`config.mk`:
```
export PLATFORM = sky130hd
export DESIGN_NAME = edge_pulse_bank_flat
export DESIGN_NICKNAME = d
export VERILOG_FILES = /design/src/rtl/edge_pulse_bank_if.sv /design/src/rtl/edge_pulse_bank.sv /design/src/flat_wrapper.sv
export SDC_FILE = /design/constraint.sdc
export NUM_CORES = 1
export LEC_CHECK = 0
export BUFFER_PORTS_ARGS = -buffer_cell sky130_fd_sc_hd__buf_2
export CELL_PAD_IN_SITES_DETAIL_PLACEMENT = 0
export CELL_PAD_IN_SITES_GLOBAL_PLACEMENT = 1
export CORE_AREA = 2 2 39 41
export CTS_CLUSTER_SIZE = 28
export DETAILED_ROUTE_END_ITERATION = 6
export DIE_AREA = 0 0 41 43
export PLACE_DENSITY_LB_ADDON = 0.08
export REMOVE_ABC_BUFFERS = 1
export SLEW_MARGIN = 10
export SYNTH_ARGS = -nofsm -noshare
export SYNTH_HDL_FRONTEND = slang
export SYNTH_SLANG_ARGS = --single-unit
```
`constraint.sdc`:
```
create_clock -name clk -period 1.5 [get_ports clk]
set_input_delay 0.3 -clock clk [delete_from_list [all_inputs] [get_ports clk]]
set_output_delay 0.3 -clock clk [all_outputs]
set_load 0.05 [all_outputs]
```
`src/rtl/edge_pulse_bank_if.sv`:
```
// edge_pulse_bank_if: level/mode/pulse bundle for edge_pulse_bank.
//   in      : level inputs, bit i = channel i
//   mode    : per-channel edge mode in mode[2i+1:2i] (00 off, 01 rise, 10 fall, 11 both)
//   out     : one-cycle pulse per channel
//   any_out : OR of all out bits
//   master drives in/mode, slave (the pulser) drives out/any_out.
interface edge_pulse_bank_if #(parameter int WIDTH = 4);
    logic [WIDTH-1:0]   in;
    logic [2*WIDTH-1:0] mode;
    logic [WIDTH-1:0]   out;
    logic               any_out;
    modport master (output in, mode, input out, any_out);
    modport slave  (input in, mode, output out, any_out);
endinterface

```
`src/rtl/edge_pulse_bank.sv`:
```
// edge_pulse_bank: multi-channel level-to-pulse converter with per-channel edge mode.
//   clk   : clock
//   reset : synchronous, active-high; clears sampling chains, history and hold-off counters
//   bus   : edge_pulse_bank_if slave (in, mode -> out, any_out)
//   Optional macro EDGE_HOLDOFF_EN adds a per-channel hold-off counter of HOLDOFF cycles.
module edge_pulse_bank #(
    parameter int WIDTH   = 4,
    parameter int STAGES  = 1,
    parameter int HOLDOFF = 8
) (
    input logic              clk,
    input logic              reset,
    edge_pulse_bank_if.slave bus
);
    logic [WIDTH-1:0] chain [STAGES];
    logic [WIDTH-1:0] s, h, hit, blocked, pulse;

    always_ff @(posedge clk) begin
        if (reset) begin
            for (int j = 0; j < STAGES; j++) chain[j] <= '0;
            h <= '0;
        end else begin
            chain[0] <= bus.in;
            for (int j = 1; j < STAGES; j++) chain[j] <= chain[j-1];
            h <= s;
        end
    end

    assign s = chain[STAGES-1];

    for (genvar i = 0; i < WIDTH; i++) begin : g_dec
        assign hit[i] = (s[i] & ~h[i] & bus.mode[2*i]) | (~s[i] & h[i] & bus.mode[2*i+1]);
    end

    // Gate with reset so no pulse escapes while registers are being cleared.
    assign pulse       = hit & ~blocked & {WIDTH{~reset}};
    assign bus.out     = pulse;
    assign bus.any_out = |pulse;

`ifdef EDGE_HOLDOFF_EN
    localparam int CW = HOLDOFF > 0 ? $clog2(HOLDOFF + 1) : 1;
    logic [CW-1:0] cnt [WIDTH];

    always_ff @(posedge clk) begin
        for (int j = 0; j < WIDTH; j++) begin
            if (reset)
                cnt[j] <= '0;
            else if (pulse[j])
                cnt[j] <= CW'(HOLDOFF);
            else if (cnt[j] != '0)
                cnt[j] <= cnt[j] - 1'b1;
        end
    end

    for (genvar i = 0; i < WIDTH; i++) begin : g_blk
        assign blocked[i] = cnt[i] != '0;
    end
`else
    // No counters: never blocked (HOLDOFF is non-negative, so this is all zeros).
    assign blocked = {WIDTH{HOLDOFF < 0}};
`endif
endmodule

```
`src/flat_wrapper.sv`:
```
// flat-port wrapper written by rule: the top's interface ports become plain ports
module edge_pulse_bank_flat 
#(
    parameter int WIDTH   = 4,
    parameter int STAGES  = 1,
    parameter int HOLDOFF = 8
)
  (clk, reset, bus_in, bus_mode, bus_out, bus_any_out);
  edge_pulse_bank_if #(.WIDTH(WIDTH)) bus_i ();
  input logic clk;
  input logic reset;
  input wire logic [$bits(bus_i.in)-1:0] bus_in;
  input wire logic [$bits(bus_i.mode)-1:0] bus_mode;
  output wire logic [$bits(bus_i.out)-1:0] bus_out;
  output wire logic [$bits(bus_i.any_out)-1:0] bus_any_out;
  assign bus_i.in = bus_in;
  assign bus_i.mode = bus_mode;
  assign bus_out = bus_i.out;
  assign bus_any_out = bus_i.any_out;
  edge_pulse_bank #(.WIDTH(WIDTH), .STAGES(STAGES), .HOLDOFF(HOLDOFF)) u_core (.clk(clk), .reset(reset), .bus(bus_i));
endmodule
```
Yosys cells after proc, flatten, opt, wreduce, memory -nomap -nowiden
Memory sizes are Yosys's and may differ from the RTL's.
Index checks and enable logic that the tools add are counted.
{"block": "word_totals", "regBits": 4, "ramBits": 4, "in_bits": 14, "output_inout_bits": 5, "wordCells": 39, "mem_count": 1}
{"block": "classes", "n_mux": 5, "bitwise": 30, "reduce_logical": 2}
{"name": "u_core.chain", "depth": 1, "width": 4, "read_ports": 1, "rd_clocked_by_memory_dff": 0, "write_ports": 1, "line_no": "edge_pulse_bank.sv:15", "text": "logic [WIDTH-1:0] chain [STAGES];"}
{"operator": "1-bit bitwise AND", "n": 16}
{"operator": "1-bit inverter", "n": 9}
{"operator": "4-bit OR reduction", "n": 2}
{"operator": "4-bit bitwise AND", "n": 1}
{"operator": "1-bit two-way mux", "n": 4}
{"operator": "4-bit two-way mux", "n": 1}
{"operator": "1-bit bitwise OR", "n": 4}

Depth between registers and ports, before layout
An unclocked memory read counts as a cell.
{"block": "depth", "depth_word": 7, "ltp_mapped": 3, "depth_no_buf": 3}

Least setup slack after synthesis
OpenSTA, ideal clock, no wires.
{"block": "synth_path", "path_type": "register to output", "from": "register u_core.h[2]", "to": "output port bus_any_out", "arrival_time_ns": 1.778, "t_required_ns": 1.200, "path_slack_ns": -0.578, "path_stages_with_launch": 4, "path_buffers": 0, "path_cell_list": "dfxtp_1 > nand3b_1 > a21oi_1 > or4_1"}
{"block": "synth_between", "elab_chain_len": 6, "elab_cells_between_ends": 8, "cone_classes": "7 x bitwise; 1 x reduce/logical"}
{"element": "from (decl)", "line_no": "edge_pulse_bank.sv:16", "text": "logic [WIDTH-1:0] s, h, hit, blocked, pulse;"}
{"element": "from (signal assigned)", "line_no": "edge_pulse_bank.sv:25", "text": "h <= s;"}
{"element": "1-bit inverter", "line_no": "edge_pulse_bank.sv:32", "text": "assign hit[i] = (s[i] & ~h[i] & bus.mode[2*i]) | (~s[i] & h[i] & bus.mode[2*i+1]);"}
{"element": "1-bit bitwise AND (2 in a row)", "line_no": "edge_pulse_bank.sv:32"}
{"element": "1-bit bitwise OR (*)", "line_no": "edge_pulse_bank.sv:32"}
{"element": "4-bit bitwise AND (*)", "line_no": "edge_pulse_bank.sv:36", "text": "assign pulse = hit & ~blocked & {WIDTH{~reset}};"}
{"element": "via bus_out[2]", "line_no": "flat_wrapper.sv:14", "text": "output wire logic [$bits(bus_i.out)-1:0] bus_out;"}
{"element": "4-bit OR reduction (*)", "line_no": "edge_pulse_bank.sv:38", "text": "assign bus.any_out = |pulse;"}
{"element": "to (decl)", "line_no": "flat_wrapper.sv:15", "text": "output wire logic [$bits(bus_i.any_out)-1:0] bus_any_out;"}
Mark *: on every way through the listed nets, which the timed path passes. The rest lies on a longest branch.

Worst setup path after layout
{"block": "layout_path", "from": "register u_core.h[3]", "to": "output port bus_any_out"}
{"block": "layout_between", "elab_chain_len": 6, "elab_cells_between_ends": 8, "cone_classes": "7 x bitwise; 1 x reduce/logical"}
{"element": "1-bit inverter", "line_no": "edge_pulse_bank.sv:32"}
{"element": "1-bit bitwise AND (2 in a row)", "line_no": "edge_pulse_bank.sv:32"}
{"element": "1-bit bitwise OR (*)", "line_no": "edge_pulse_bank.sv:32"}
{"element": "4-bit bitwise AND (*)", "line_no": "edge_pulse_bank.sv:36"}
{"element": "4-bit OR reduction (*)", "line_no": "edge_pulse_bank.sv:38"}
Mark *: on every way between the ends. The rest lies on a longest branch, timed or not.

==> insert_results.sql <==
INSERT INTO impl_metrics (metric_group, metric, value, unit) VALUES
('route', 'drt-initial-drc-count', '0', ''),
('route', 'avgViaCountPerCell', '4.27', ''),
('route', 'post-route-drc-count', '0', ''),
('worst_setup_path', 'timing.critical_path.slowest_stage_cell', 'or4_1', ''),
('logic_synthesis', 'synthesis.area', '318', 'sq um'),
('min_path', 'min_path_type', 'in2reg', ''),
('grt', 'grt_pass1_wl', '1050', 'microns'),
('grt', 'gr-usage-all-layers', '9.17', '%'),
('worst_setup_path', 'crit_fanout', '2', ''),
('pwr', 'part_of_the_total_power_dissipated_in_the_clock_network', '33.7', '%'),
('logic_synthesis', 'postSynth.topFlopCell', 'dfxtp_1', ''),
('logic_synthesis', 'yosys_warnings', '0', ''),
('sta', 'finalSetupViolCount', '1', ''),
('cells_and_area', 'diodes', '0', ''),
('status', 'run_status', 'finished, violations left', ''),
('placed_design', 'detailed_place_hpwl', '535', 'microns'),
('logic_synthesis', 'synth_commonest_cells', '8 x dfxtp_1, 8 x nand3b_1, 5 x and2b_1', ''),
('pwr', 'p_sw_share', '24.5', '%'),
('floorplanning', 'floorplan.initialDensity', '23.0', '%'),
('placed_design', 'placed_cells_incl_taps', '64', ''),
('route', 'ant_nets', '0', ''),
('logic_synthesis', 'synth-edff-count', '0', ''),
('clock_network', 'cts_sinks', '8', ''),
('clock_network', 'maximum_root_to_sink_buffer_count', '2', ''),
('clock_network', 'clk_transition_reported_paths', '0.05', 'ns'),
('route', 'firstDrtPassIters', '1', ''),
('floorplanning', 'floorplan.die.width', '41', 'microns'),
('cells_and_area', 'nets', '67', ''),
('sta', 'relSlewSlack', '83.4', '%'),
('worst_setup_path', 'startpoint_type', 'register', ''),
('sta', 'worst_pin_slew', '0.250', 'ns'),
('worst_setup_path', 'critical_path_depth', '4', ''),
('worst_setup_path', 'timing.setup.critical_path_class', 'reg2out', ''),
('placed_design', 'port-buffer-count', '18', ''),
('floorplanning', 'die-area', '1760', 'sq um'),
('sta', 'worst_clock_skew', '0.0000650', 'ns'),
('sta', 'setup_slack', '-0.262', 'ns'),
('cells_and_area', 'final_cell_count_no_fill', '67', ''),
('status', 'violations', 'negative setup slack', ''),
('clock_network', 'cts-buffers-inserted', '3', ''),
('clock_network', 'clock_tree.htree_level_count', '1', ''),
('logic_synthesis', 'synthSimpleGateAreaFrac', '39.8', '%'),
('logic_synthesis', 'ys_async_sr_fraction', '0', '%'),
('sta', 'timing.fmax', '0.568', 'GHz'),
('sta', 'finalCritPeriodShare', '117', '%'),
('worst_setup_path', 'r2r_cells', '1', ''),
('floorplanning', 'dieHeight', '43', 'microns'),
('grt', 'total_gr_overflow', '0', ''),
('logic_synthesis', 'synth_compound_area_share', '7.48', '%'),
('pwr', 'cell_internal_power', '353', 'uW'),
('logic_synthesis', 'synthAdderAreaFrac', '0', '%'),
('worst_setup_path', 'end_kind', 'primary output', ''),
('route', 'route.detailed.wl_per_inst', '10.1', 'microns'),
('logic_synthesis', 'yosysSeqAreaShare', '50.4', '%'),
('pwr', 'power_per_standard_cell_area', '996', 'nW/um^2'),
('worst_setup_path', 'worst_ep_required_time', '1.20', 'ns'),
('logic_synthesis', 'synth_top_area_share', '50.4', '%'),
('floorplanning', 'core_area', '1380', 'sq um'),
('worst_setup_path', 'worst_path_dominant_cell_family', 'simple AND/OR/NAND/NOR gates', ''),
('clock_network', 'cts_setup_buffers', '0', ''),
('logic_synthesis', 'synth_top_family_by_area', 'simple AND/OR/NAND/NOR gates', ''),
('pwr', 'switching_power', '115', 'uW'),
('route', 'route.vias.total', '286', ''),
('worst_setup_path', 'worst-path-buf-inv', '1', ''),
('job', 'maxCapViolCount', '0', ''),
('logic_synthesis', 'netlist_instances', '30', ''),
('floorplanning', 'design.portCount', '19', ''),
('pwr', 'power.share.combinational', '17.1', '%'),
('pwr', 'cellLeakagePower', '0.222', 'nW'),
('sta', 'slew_violations', '0', ''),
('logic_synthesis', 'synthMuxAreaShare', '0', '%');
==> metrics by stage <==
| step | power [mW] | instance area (sq um) | setup WS, ns | setup TNS (ns) | util (%) |
|---|---|---|---|---|---|
| 4_1_cts | 0.477 | 462 | -0.269 | -0.269 | 33.4 |
| 2_1_floorplan | 0.276 | 310 | -0.578 | -0.700 | - |
| 3_5_place_dp | 0.308 | 428 | -0.0989 | -0.0989 | 30.9 |
| 3_3_place_gp | 0.306 | 428 | -0.0776 | -0.0776 | 30.9 |
| 6_report | 0.467 | 469 | -0.262 | -0.262 | 33.9 |
| 5_1_grt | 0.494 | 469 | -0.307 | -0.422 | 33.9 |
==> routing by layer <==
layer / global-route usage, % / part of all wire, % / vias up
met5: 0 / 0 / -
met4: 6.00 / 0 / 0
met3: 4.71 / 9.4 / 0
met1: 9.12 / 41 / 127
met2: 14.1 / 49 / 12
li1: - / - / 147
==> power groups by stage <==
stage / registers (mW) / logic (mW) / clock network, mW
after floorplan: 0.231 / 0.0451 / 0
after global placement: 0.232 / 0.0741 / 0
after detailed placement: 0.233 / 0.0752 / 0
after CTS: 0.229 / 0.0799 / 0.168
after global routing: 0.231 / 0.0855 / 0.178
final: 0.230 / 0.0800 / 0.157
==> registers in the layout (all words and copies together) (netlist names) <==
register,cells
u_core.h,4
u_core.chain,4
==> final cells by class <==
type,instances,area [sq um]
multi-input combinational,21,150
tap,16,20.0
fill,143,915
sequential,8,168
clock buffer,3,22.5
timing repair buffer,19,109
==> path summary, 6_finish.rpt <==
check	startpoint	slack [ns]	end
max	u_core.h[3]	-0.26	bus_any_out
min	bus_in[3]	0.25	u_core.chain[0][3]
max reg2reg	u_core.chain[0][2]	0.90	u_core.h[2]
min reg2reg	u_core.chain[0][3]	0.46	u_core.h[3]
==> timing repair <==
item                       in CTS  in global routing
setup endpoints to repair       1                  5
resized for setup               6                  5
pin swaps                       1                  1
cloned                          0                  0
==> cells in the final DEF (no fill, tap or decap), drive strengths merged <==
cell type	n
buf	18
nand3b	8
dfxtp	8
and2b	6
clkbuf	4
a21oi	4
nor2b	2
or4	1
==> kinds of logic (layout without fill, tap and decap cells) <==
group | Yosys count | in the layout
and+or+nand+nor | 17 | 17
DFF | 8 | 8
AOI/OAI and AO/OA | 4 | 4
buffers and inverters | 1 | 22
Power figures use the tool's default switching activity.
